==> config.mk <==
export PLATFORM = sky130hd
export DESIGN_NAME = fifo_sync_param
export DESIGN_NICKNAME = d
export VERILOG_FILES = /design/src/rtl/fifo_sync_param.sv
export SDC_FILE = /design/constraint.sdc
export NUM_CORES = 1
export LEC_CHECK = 0
export ABC_AREA = 1
export CORE_ASPECT_RATIO = 1.75
export CORE_UTILIZATION = 50
export DETAILED_ROUTE_END_ITERATION = 7
export PLACE_DENSITY_LB_ADDON = 0.12
export RECOVER_POWER = 50
export SYNTH_ARGS = -nofsm -noshare
export SYNTH_HDL_FRONTEND = slang
export SYNTH_SLANG_ARGS = --single-unit
==> constraint.sdc <==
create_clock -name clk -period 3.9 [get_ports clk]
set_input_delay 0.78 -clock clk [delete_from_list [all_inputs] [get_ports clk]]
set_output_delay 0.78 -clock clk [all_outputs]
set_load 0.1 [all_outputs]
==> src/rtl/fifo_sync_param.sv <==
// Parametrised single-clock FIFO with first-word fall-through read, programmable
// almost-full/almost-empty thresholds and sticky error flags (FIFO_ERR_FLAGS_EN).
module fifo_sync_param #(
  parameter int DATA_W    = 8,
  parameter int DEPTH     = 16,
  parameter int AF_THRESH = DEPTH - 2,
  parameter int AE_THRESH = 2,
  localparam int LVL_W    = $clog2(DEPTH) + 1
) (
  input  logic              clk,
  input  logic              rst_n,
  input  logic              ena,
  input  logic              clr,
  input  logic              wr_en,
  input  logic [DATA_W-1:0] wr_data,
  input  logic              rd_en,
  output logic [DATA_W-1:0] rd_data,
  output logic              full,
  output logic              empty,
  output logic              almost_full,
  output logic              almost_empty,
  output logic [LVL_W-1:0]  level,
  output logic              overflow,
  output logic              underflow
);

  localparam int PTR_W = LVL_W - 1;

  logic [DATA_W-1:0] mem [DEPTH];
  logic [PTR_W-1:0]  wr_ptr;
  logic [PTR_W-1:0]  rd_ptr;
  logic              wr_fire;
  logic              rd_fire;

  // Flags decode the registered level directly, so they carry no extra latency.
  assign full         = (level == LVL_W'(DEPTH));
  assign empty        = (level == '0);
  assign almost_full  = (level >= LVL_W'(AF_THRESH));
  assign almost_empty = (level <= LVL_W'(AE_THRESH));

  // Acceptance uses the pre-edge flags; clr and a low ena suppress both sides.
  assign wr_fire = ena && !clr && wr_en && !full;
  assign rd_fire = ena && !clr && rd_en && !empty;

  assign rd_data = empty ? '0 : mem[rd_ptr];

  // NOTE: sequential state is updated with non-blocking assignments only, so every
  // register samples pre-edge values regardless of block ordering.
  always_ff @(posedge clk or negedge rst_n) begin
    if (!rst_n) begin
      wr_ptr <= '0;
      rd_ptr <= '0;
      level  <= '0;
    end else if (ena) begin
      if (clr) begin
        wr_ptr <= '0;
        rd_ptr <= '0;
        level  <= '0;
      end else begin
        if (wr_fire) wr_ptr <= wr_ptr + PTR_W'(1);
        if (rd_fire) rd_ptr <= rd_ptr + PTR_W'(1);
        case ({wr_fire, rd_fire})
          2'b10:   level <= level + LVL_W'(1);
          2'b01:   level <= level - LVL_W'(1);
          default: level <= level;
        endcase
      end
    end
  end

  // NOTE: the storage array has no reset; an empty FIFO masks stale words to zero,
  // which lets the array map onto plain RAM/latch cells.
  always_ff @(posedge clk) begin
    if (wr_fire) mem[wr_ptr] <= wr_data;
  end

`ifdef FIFO_ERR_FLAGS_EN
  always_ff @(posedge clk or negedge rst_n) begin
    if (!rst_n) begin
      overflow  <= 1'b0;
      underflow <= 1'b0;
    end else if (ena) begin
      if (clr) begin
        overflow  <= 1'b0;
        underflow <= 1'b0;
      end else begin
        if (wr_en && full)  overflow  <= 1'b1;
        if (rd_en && empty) underflow <= 1'b1;
      end
    end
  end
`else
  assign overflow  = 1'b0;
  assign underflow = 1'b0;
`endif

endmodule

### Word level (Yosys, flattened, before mapping)

Memory sizes are Yosys's and may differ from the RTL's.
Cells that the tools add are included.

* input port bits: 14
* output and inout port bits: 19
* memories: 1
* bits in registers: 13
* logic and storage cells: 37
* bits in writable memories: 128

* equality and inequality tests: 3
* muxes and demuxes: 9
* reduce and logical (&&, ||, !) cells: 15
* $add $sub $neg: 4
* magnitude comparators: 2

Memories
* mem: depth 16, width 8, read ports 1, clocked after Yosys merged registers in 0, wr ports 1, RTL line 29 `logic [DATA_W-1:0] mem [DEPTH];`

Operators with widths (count)
* 4-bit two-way mux: 4
* 5-bit one-hot mux with 2 select lines: 1
* 4-bit by 1-bit adder with 4-bit output (second input constant): 2
* 8-bit two-way mux: 1
* 2-bit AND reduction: 3
* 5-bit by 1-bit adder with 5-bit output (second input constant): 1
* 5-bit equality test (second input constant): 1
* 5-bit by 4-bit greater-or-equal comparator with 1-bit output (second input constant): 1
* 5-bit by 2-bit <= comparator with 1-bit output (second input constant): 1
* 1-bit logical AND: 5
* 5-bit zero test: 1
* 5-bit two-way mux: 1
* 5-bit by 1-bit subtractor with 5-bit output (second input constant): 1
* 2-bit nonzero test: 2
* 1-bit zero test: 3
* 3-bit nonzero test: 1
* 2-bit by 1-bit equality test with 1-bit output (second input constant): 1
* 2-bit equality test (second input constant): 1
* 1-bit two-way mux: 2

### Depth between registers and ports, before layout

* word-level depth: 7
* depth in mapped cells: 17
* gate-level depth less buffers: 17

### Least setup slack after synthesis

Ideal clock, no wire load.

* path kind: register -> output
* start: register level[4]
* end: output port rd_data[0]
* path buffers: 0
* required time: 3.120 ns
* arrival: 3.898 ns
* cell stages (with the launch flop): 5
* setup slack: -0.778 ns
* cell sequence: dfrtp_1 inv_1 nand3_1 clkinv_1 a21oi_1

* cells in the longest elaborated chain, start to end: 2

Ends and longest elaborated chain
* start, declared: RTL line 22 `output logic [LVL_W-1:0] level,`
* start signal, assigned: RTL line 63 `2'b10: level <= level + LVL_W'(1);`
* start signal, assigned: RTL line 64 `2'b01: level <= level - LVL_W'(1);`
* start signal, assigned: RTL line 65 `default: level <= level;`
* 5-bit zero test: RTL line 37 `assign empty = (level == '0);`
* net empty: RTL line 19 `output logic empty,`
* 8-bit two-way mux: RTL line 45 `assign rd_data = empty ? '0 : mem[rd_ptr];`
* end, declared: RTL line 17 `output logic [DATA_W-1:0] rd_data,`

The timed path passes the listed nets, and every way through them passes these cells.

### Final worst setup path

* start: register rd_ptr[1]
* end: output port rd_data[5]

* cells in the longest elaborated chain, start to end: 2

Ends and longest elaborated chain
* start, declared: RTL line 31 `logic [PTR_W-1:0] rd_ptr;`
* start signal, assigned: RTL line 61 `if (rd_fire) rd_ptr <= rd_ptr + PTR_W'(1);`
* memory 16 x 8 bit
* 8-bit two-way mux: RTL line 45

No other way between the ends.

==> results.txt <==
----------------------------------------------------
[Outcome]
  Result of the run ... finished clean

[Placement]
  Total half-perimeter wirelength after legalization and detailed placement ... a little over 10000 um
  # placed instances ... around 640
  Placement Cell Area ... 0.00654 mm^2
  Gpl congestion ... 0.815
  Input/output buffers ... 30

[STA]
  Clock skew ... 0.00470 ns
  Final number of max-transition violations ... 0
  Worst slew margin ... approximately a third
  Fin crit period ... around 3.5 ns
  F_max ... approximately 290 MHz
  Setup violators final ... 0
  Hold Fails Final Rpt ... 0
  RSZ-0062 raised after global routing ... false
  Setup total negative slack ... 0 ns
  Fraction of the cycle the final worst path needs ... roughly nine tenths
  Worst hold slack after final layout ... 0.548 ns
  Transition at the pin with the smallest max-transition slack ... approximately 1.0 ns

[Setup path]
  Endpoint of the worst register-to-register path ... mem[2][6]
  Critical path start-end classification ... reg -> out
  WP data required ... 3.12 ns
  Highest fanout seen on the critical path ... 33
  Capturing element type of the critical path ... output pin
  Worst R2R Path Depth ... 6
  Worst Path Arrival ... roughly 2.7 ns
  Reg2reg start ... level[2]
  Launching element type of the critical path ... register
  Register-to-register path setup slack ... roughly 1.7 ns

[Floorplanning]
  Die outline width ... approximately 85 um
  Core area ... around 0.012 mm^2
  Placement row count ... between 50 and 60
  # IOs ... 33
  Die Area ... roughly 0.012 mm^2
  Die Span Y ... approximately 150 um
  Initial Utilization ... 51.4%

[Global routing]
  Wire length of the first global-routing pass ... about 23000 um
  Number of global-route vias before repair ... 4120
  Most crowded layer after global routing ... met2
  Largest net degree at the start of global routing ... 67
  Met2 Usage GRT ... roughly half
  Global Route met3 Usage ... under 10%
  Global-route total usage across every layer ... about a quarter
  Antenna violations before repair ... 0
  Overflow left after global routing ... 0
  Met1 GRT Util ... between 20% and 30%

[Yosys]
  Mean area per synthesized cell ... ~12 um^2
  Arithmetic-cell share of the synthesized area counting full adders, half adders and majority gates ... ~1.5%
  Number of warnings reported in the yosys synthesis log ... 0
  Post-synthesis share of cell area spent on and, or, nand and nor gates ... a little under an eighth
  Synth Flop Type ... edfxtp_1
  Combinational family with the most area after synthesis ... compound AO/OA/AOI/OAI gates
  Fraction of synthesized area in multiplexers ... 0%
  Part of the Yosys area used for sequential elements ... roughly 70%
  Async set-reset flop share out of synthesis ... roughly 9%
  Number of synthesized flops with an enable pin ... between 100 and 150
  Xor/xnor share of the synthesized area ... less than 1%
  #FFs+latches synth ... ~140
  Number of unique standard cell types used by synthesis ... 29
  Mapped Area ... ~0.006 mm^2
  Share of the synthesized area in the top cell type ... approximately 64%
  Most area-hungry cell type in the Yosys netlist ... edfxtp_1
  Top area cells in the synthesized netlist ... edfxtp_1 64%, o21ai_0 6.6%, nor2_1 5.9%
  Synthesized-area fraction occupied by ao, oa, aoi and oai cells ... between 10% and 20%
  Count of mapped cells out of synthesis ... 500

[Job]
  Max cap viols ... 0

[Power and ir drop]
  Total power of the final layout ... between 6 and 7 mW
  Peak supply drop ... between 0.0006 and 0.0007 V
  PwrDens ... roughly 850 mW/mm^2
  Leakage power of the design ... approximately 2.5 nW

[Clock tree]
  Clock latency on the worst-skew pair ... 0.42 ns
  CTS tree ... yes
  Buffers from clock root to sink, at most ... 2
  Postcts setup bufs ... 0
  H-tree lvl count ... 4
  Sink count of the clock tree ... 141
  Hold_buf cts ... 0
  Number of clock buffers inserted by TritonCTS ... 17
  Worst-path clk slew ... about 0.060 ns
  # resized after CTS ... 0
  Clk root buf ... clkbuf_16

[Finish]
  Final instance area ... 0.00718 mm^2
  Area used by multi-input combinational logic ... roughly 0.0017 mm^2
  Share of final-layout standard cells stronger than drive strength 1 ... between 10% and 20%
  Filler Cell Count ... ~910
  Area growth from synthesis to final layout ... 19.9%
  Number of standard cells in the final layout excluding fillers ... around 680
  Number of nets in the layout ... around 550
  Reg area ... between 0.004 and 0.005 mm^2
  Commonest cells after routing, fill and taps aside ... 128 x edfxtp_1, 96 x nor2_1, 79 x o21ai_0
  Most frequent standard cell in the layout excluding fill and tap cells ... edfxtp_1
  Antenna diode instance count ... 0

[Routing]
  DR DRC count ... 0
  First drt pass iteration count ... 7
  Post-detailed-route via-to-cell ratio ... ~6
  Via total after detailed routing ... just over 4000
  Number of design-rule violations left by the first detailed-router iteration ... 464
  Remaining antenna violation count ... 0
  DR WL/cell ... ~23 um
  Final routed wirelength across all metal layers ... 15600 um

[Min path]
  Hold wc startpoint ... level[4]
  Worst Hold Depth ... 2
  Kind of path behind the tightest hold check ... reg -> reg
  Terminating pin of the worst hold path ... level[4]

----------------------------------------------------
[cells by family (layout without fill, tap and decap cells)]
family                   after synthesis  after routing
AO/OA/AOI/OAI                        129            129
XOR/XNOR                               5              5
adder cells (fa/ha/maj)                7              7
buffers and inverters                 53             93
flip-flops                           141            141
other                                  1              2
AND/OR/NAND/NOR                      164            164
[routing by layer]
metal	vias up	part of all wire, %	routed length, um
met2	200	55	8610
met4	0	3.6	563
met5	-	0	0
met1	2021	35	5510
li1	1864	-	-
met3	54	5.8	902
[flip-flops by register name (all words and copies together), names as in the netlist]
signal  flops
mem       128
wr_ptr      4
rd_ptr      4
level       5
[stage by stage]
stage	utilization (%)	setup WS [ns]
after floorplan	-	0.460
after global placement	56.2	0.952
after detailed placement	56.2	0.858
after CTS	61.9	0.454
after global routing	61.7	0.311
final	61.7	0.438
[layout make-up]
class                   count  area share [%]
clock buffers              17            5.92
inverters                  27            1.50
flip-flops and latches    141            58.1
repair buffers             34            5.61
well taps                 135            2.35
multi-input cells         307            23.2
clock inverters            15            3.38
[worst max-delay path, cell delays in order (launching register included)]
cell and delay (ns):
dfrtp_1 0.37, inv_1 0.67, o21ai_0 0.25, o22ai_1 0.21
nor2_1 0.07, nor2_1 0.09, o21ai_0 0.18, a21oi_4 0.21
buf_12 0.19
[synth_stat cells (2+ instances only)]
library cell	number
o21ai_1	2
a21oi_1	12
dfrtp_1	13
o22ai_1	10
nand2_1	36
inv_1	21
nor2_1	94
xor2_1	5
buf_2	6
a21oi_2	2
o21ai_0	79
nand2_4	4
edfxtp_1	128
nor2_4	3
clkbuf_1	17
nand2_2	2
inv_4	2
inv_2	3
nand3_1	23
buf_4	2
ha_1	7
o221ai_1	22
[power breakdown]
group | leakage, nW | total (mW) | internal [mW] | switching [mW]
Sequential | 1.32 | 1.75 | 1.70 | 0.0513
Clock | 0.319 | 1.82 | 1.20 | 0.621
Combinational | 0.878 | 2.53 | 0.699 | 1.83
[worst max-delay path by stage]
stage                          from         end  cells past startpoint  slack [ns]
final                     rd_ptr[1]  rd_data[5]                      8        0.44
after global routing      rd_ptr[1]  rd_data[4]                      8        0.31
after CTS                 rd_ptr[1]  rd_data[5]                      8        0.45
after detailed placement        clr   mem[4][1]                      8        0.86
after global placement          clr   mem[2][2]                      8        0.95
after floorplan            level[4]  rd_data[0]                      4        0.46
(Power assumes the default switching activity.)
==> RTL edit 1 (config.mk and constraints unchanged) <==
Add a define of `FIFO_ERR_FLAGS_EN`.
--- a/src/rtl/fifo_sync_param.sv
+++ b/src/rtl/fifo_sync_param.sv
@@ -1,5 +1,7 @@
 // Parametrised single-clock FIFO with first-word fall-through read, programmable
 // almost-full/almost-empty thresholds and sticky error flags (FIFO_ERR_FLAGS_EN).
+`define FIFO_ERR_FLAGS_EN
+
 module fifo_sync_param #(
   parameter int DATA_W    = 8,
   parameter int DEPTH     = 16,
Function: changed (a bounded check fails within 4 cycles, from zero or initial values and one cycle with rst_n low).
==> RTL edit 1 against the unedited design <==
The run now ends with DRC left; via count is 1.6% lower; combinational power grew 3%; cell area up 0.56%; wire length shrank 0.26%; synthesized area is 0.21% higher; setup slack got worse by 0.026 ns; total power grew 0.49%; sequential cell count grew 2; critical endpoint is now rd_data[6].
==> RTL edit 1: results (changes against the unedited design) <==
detailed_routing:
  wl_per_cell_um: 22.9  # -0.70%
  wl_met3_um: 820  # -9.1%
  route.detailed.drc: 2  # +2
  num_vias: 4072  # -1.6%
synthesis:
  synthTopCellsByCount: "edfxtp_1 (128), nor2_1 (96), o21ai_0 (74)"
  ys_async_sr_fraction_pct: 10.5  # +1.3 points
  synth_cell_types: 30  # +3.4%
  synth-compound-area-share_pct: 12.6  # -0.026 points
  synth-seq-area-share_pct: 70.3  # +0.69 points
  yosysTopAreaCellShare_pct: 64.1  # -0.13 points
  synth.area.top_cells: "edfxtp_1 (64%), dfrtp_1 (6.3%), o21ai_0 (6.2%)"
  synth_xor_area_share_pct: 0.438  # -0.29 points
placed_design:
  gp_congestion: 0.898  # +10%
  dp_cells: 647  # +0.47%
worst_setup_path:
  cp.arrival_ns: 2.71  # +0.03 ns
  rr_endpoint: "mem[1][4]"
  crit_path_max_incr_delay_ns: 0.71  # +0.04 ns
  worst-path-max-fanout: 28  # -15%
  crit_family: "compound AO/OA/AOI/OAI gates"
  cp_slowest_cell: "dfrtp_1"
timing:
  relSlewSlack_pct: 33.6  # +1.8 points
  whs_ns: 0.530  # -0.0181 ns
final_layout:
  fin_cells: 679  # +0.44%
  fin_nets: 552  # +0.55%
grt:
  grt_max_degree: 69  # +3.0%
  use_met3_pct: 5.28  # -0.45 points
  grt_usage_pct: 27.2  # +0.55 points
status:
  violations: "DRC"
  status: "finished with violations"
hold_path:
  hold_path_end: "underflow"
power:
  powerClk_mw: 1.71  # -6%
  p_total_mw: 6.13  # +0.49%
  p_leak_nw: 2.54  # +0.57%
  p_sw_share_pct: 42.3  # +1.3 points
-- RTL edit 1: changes by cell type after synthesis, sizes merged, moves of 2 or more --
cell,delta
nand4,+4
clkbuf,-3
o21ai,-3
a31oi,+2
o221ai,+2
nand2,-6
xor2,-3
clkinv,+2
dfrtp,+2
-- RTL edit 1: worst max-delay path by stage --
stage / start / end / slack, ns / cells past startpoint
finish: rd_ptr[1] / rd_data[6] / 0.41 / 9
global route: rd_ptr[1] / rd_data[7] / 0.23 / 7
CTS: rd_ptr[1] / rd_data[6] / 0.44 / 9
detailed placement: ena / mem[1][5] / 0.81 / 7
global placement: ena / mem[1][3] / 0.89 / 7
floorplan: level[4] / rd_data[0] / 0.49 / 4
-- RTL edit 1: area by class of cell --
type / count / area, um^2
Tap cell: 135 / 169
Timing Repair Buffer: 38 / 438
Inverter: 28 / 106
Sequential cell: 143 / 4220
Multi-Input combinational cell: 303 / 1660
Clock buffer: 20 / 447
Clock inverter: 12 / 184
Fill cell: 906 / 4420
==> RTL edit 2 (same settings) <==
Without the edit above. Put one more register stage on the output `level`, with the module's reset. The value now appears one clock later. The other outputs are not delayed to match. Comments in the files are not updated.
--- a/src/rtl/fifo_sync_param.sv
+++ b/src/rtl/fifo_sync_param.sv
@@ -26,6 +26,8 @@
 
   localparam int PTR_W = LVL_W - 1;
 
+  logic [LVL_W-1:0] level_s0;
+
   logic [DATA_W-1:0] mem [DEPTH];
   logic [PTR_W-1:0]  wr_ptr;
   logic [PTR_W-1:0]  rd_ptr;
@@ -33,10 +35,10 @@
   logic              rd_fire;
 
   // Flags decode the registered level directly, so they carry no extra latency.
-  assign full         = (level == LVL_W'(DEPTH));
-  assign empty        = (level == '0);
-  assign almost_full  = (level >= LVL_W'(AF_THRESH));
-  assign almost_empty = (level <= LVL_W'(AE_THRESH));
+  assign full         = (level_s0 == LVL_W'(DEPTH));
+  assign empty        = (level_s0 == '0);
+  assign almost_full  = (level_s0 >= LVL_W'(AF_THRESH));
+  assign almost_empty = (level_s0 <= LVL_W'(AE_THRESH));
 
   // Acceptance uses the pre-edge flags; clr and a low ena suppress both sides.
   assign wr_fire = ena && !clr && wr_en && !full;
@@ -50,19 +52,19 @@
     if (!rst_n) begin
       wr_ptr <= '0;
       rd_ptr <= '0;
-      level  <= '0;
+      level_s0 <= '0;
     end else if (ena) begin
       if (clr) begin
         wr_ptr <= '0;
         rd_ptr <= '0;
-        level  <= '0;
+        level_s0 <= '0;
       end else begin
         if (wr_fire) wr_ptr <= wr_ptr + PTR_W'(1);
         if (rd_fire) rd_ptr <= rd_ptr + PTR_W'(1);
         case ({wr_fire, rd_fire})
-          2'b10:   level <= level + LVL_W'(1);
-          2'b01:   level <= level - LVL_W'(1);
-          default: level <= level;
+          2'b10:   level_s0 <= level_s0 + LVL_W'(1);
+          2'b01:   level_s0 <= level_s0 - LVL_W'(1);
+          default: level_s0 <= level_s0;
         endcase
       end
     end
@@ -94,5 +96,13 @@
   assign underflow = 1'b0;
 `endif
 
+  always_ff @(posedge clk or negedge rst_n) begin
+    if (!rst_n) begin
+      level <= '0;
+    end else begin
+      level <= level_s0;
+    end
+  end
+
 endmodule
 
Check against the original RTL: not equivalent (a bounded check fails within 4 cycles, from zero or initial values and one cycle with rst_n low).
==> RTL edit 2 against the unedited design <==
Via count fell by 1.2%; sequential cell count grew 5; synthesized cell count grew 1.2%; wire length fell by 1.7%; first-iteration DRC count shrank 24%; setup slack worse by 0.14 ns; synthesized area rose by 1.9%; largest power group unchanged; clock skew up 0.00075 ns; cell area decreased by 0.37%; sequential share of layout area is 2.0 points higher; utilization is 1.7 points lower; total power is 4.3% lower; cell count grew 1.5%.
==> RTL edit 2: results (changes against the unedited design) <==
final_layout:
  fin_nets: 557  # +1.5%
  drive_gt1_share_pct: 11.7  # -0.91 points
  largestRegisters: "mem: 128 flops, level: 5 flops, level_s0: 5 flops"
  fin_cells: 686  # +1.5%
  antenna_cells: 0  # unchanged
detailed_routing:
  vias_per_cell: 5.96  # -2.6%
  drt_iter0_drc: 353  # -24%
  wl_per_cell_um: 22.3  # -3.2%
status:
  status: "finished, final reports clean"
synthesis:
  synthTopCellsByCount: "edfxtp_1 (128), nor2_1 (93), o21ai_0 (76)"
  synth-seq-area-share_pct: 70.3  # +0.72 points
  synthCells: 506  # +1.2%
  synth.area.top_cells: "edfxtp_1 (63%), dfrtp_1 (7.4%), o21ai_0 (6.2%)"
  synth_cell_types: 30  # +3.4%
  yosysWarnings: 0  # unchanged
  ys_async_sr_fraction_pct: 12.3  # +3.1 points
timing:
  relSlewSlack_pct: 32.5  # +0.61 points
  whs_ns: 0.476  # -0.0722 ns
  skew_ns: 0.00545  # +0.000747 ns
  finalCritPeriodShare_pct: 92.4  # +3.6 points
placed_design:
  dp_cells: 654  # +1.6%
  gp_congestion: 0.852  # +4.6%
  dpl-instance-area_um2: 6580  # +0.59%
  port_buffers: 30  # unchanged
  dpl.hpwl_um: 10300  # +1.6%
  pre_cts_slack_ns: 0.835  # -0.0234 ns
worst_setup_path:
  worst-path-max-fanout: 35  # +6.1%
  rrSetupSlack_ns: 1.72  # +0.03 ns
  cp_slowest_cell: "dfrtp_1"
  critPathLaunch: "rd_ptr[1]"
  crit_path_max_incr_delay_ns: 1.00  # +0.33 ns
  cp.arrival_ns: 2.82  # +0.14 ns
  crit_family: "flip-flops"
  timing.rr.start: "level_s0[0]"
  r2r.worst_path.cells: 6  # unchanged
  rr_endpoint: "mem[3][0]"
hold_path:
  min_from: "level_s0[4]"
  min_path_cells: 0  # -2
  hold_path_end: "level[4]"
cts:
  ctsResizeCount: 0  # unchanged
  numCtsBuffers: 17  # unchanged
  cts_setup_buffers: 0  # unchanged
  clk_path_buf_depth: 2  # unchanged
power:
  p_total_mw: 5.84  # -4.3%
  comb-power_mw: 2.38  # -6%
  p_leak_nw: 2.55  # +1.0%
  powerClk_mw: 1.57  # -14%
  p_sw_mw: 2.43  # -3.0%
  ir_drop_mv: 0.910  # +51%
grt:
  grt_pass1_wl_um: 22800  # -2.7%
  grt_usage_pct: 25.6  # -0.97 points
  grt_pass1_vias: 4048  # -1.7%
  antenna_found_initial: 0  # unchanged
-- RTL edit 2: cell count changes after synthesis, moves of 2 or more --
cell      delta
nor2_2       +2
clkbuf_1     -3
buf_2        +3
o21ai_1      +2
dfrtp_1      +5
xor2_1       -3
a21oi_1      +3
o21ai_0      -3
-- RTL edit 2: cells by family (layout without fill, tap and decap cells) --
group           Yosys count  in the layout  share of synthesized area, %
compound gates          130            130                          12.4
xor+xnor                  2              2                         0.287
fa+ha+maj                 7              7                          1.43
buf+inv                  53             95                          3.65
flops                   146            146                          70.3
other cells               1              2                        0.0614
simple gates            167            167                          11.8
-- RTL edit 2: layout make-up --
class / instances / area [um^2]
fill: 990 / 4780
sequential: 146 / 4300
multi-input combinational: 308 / 1590
clock buffer: 23 / 468
timing repair buffer: 36 / 418
tap: 137 / 171
clock inverter: 9 / 109
inverter: 27 / 106
-- RTL edit 2: layer usage --
metal  track usage, %  share of wire [%]
met5                0                  0
met4             15.8                5.1
met3             4.22                4.1
met2             45.8                 55
met1             28.1                 36
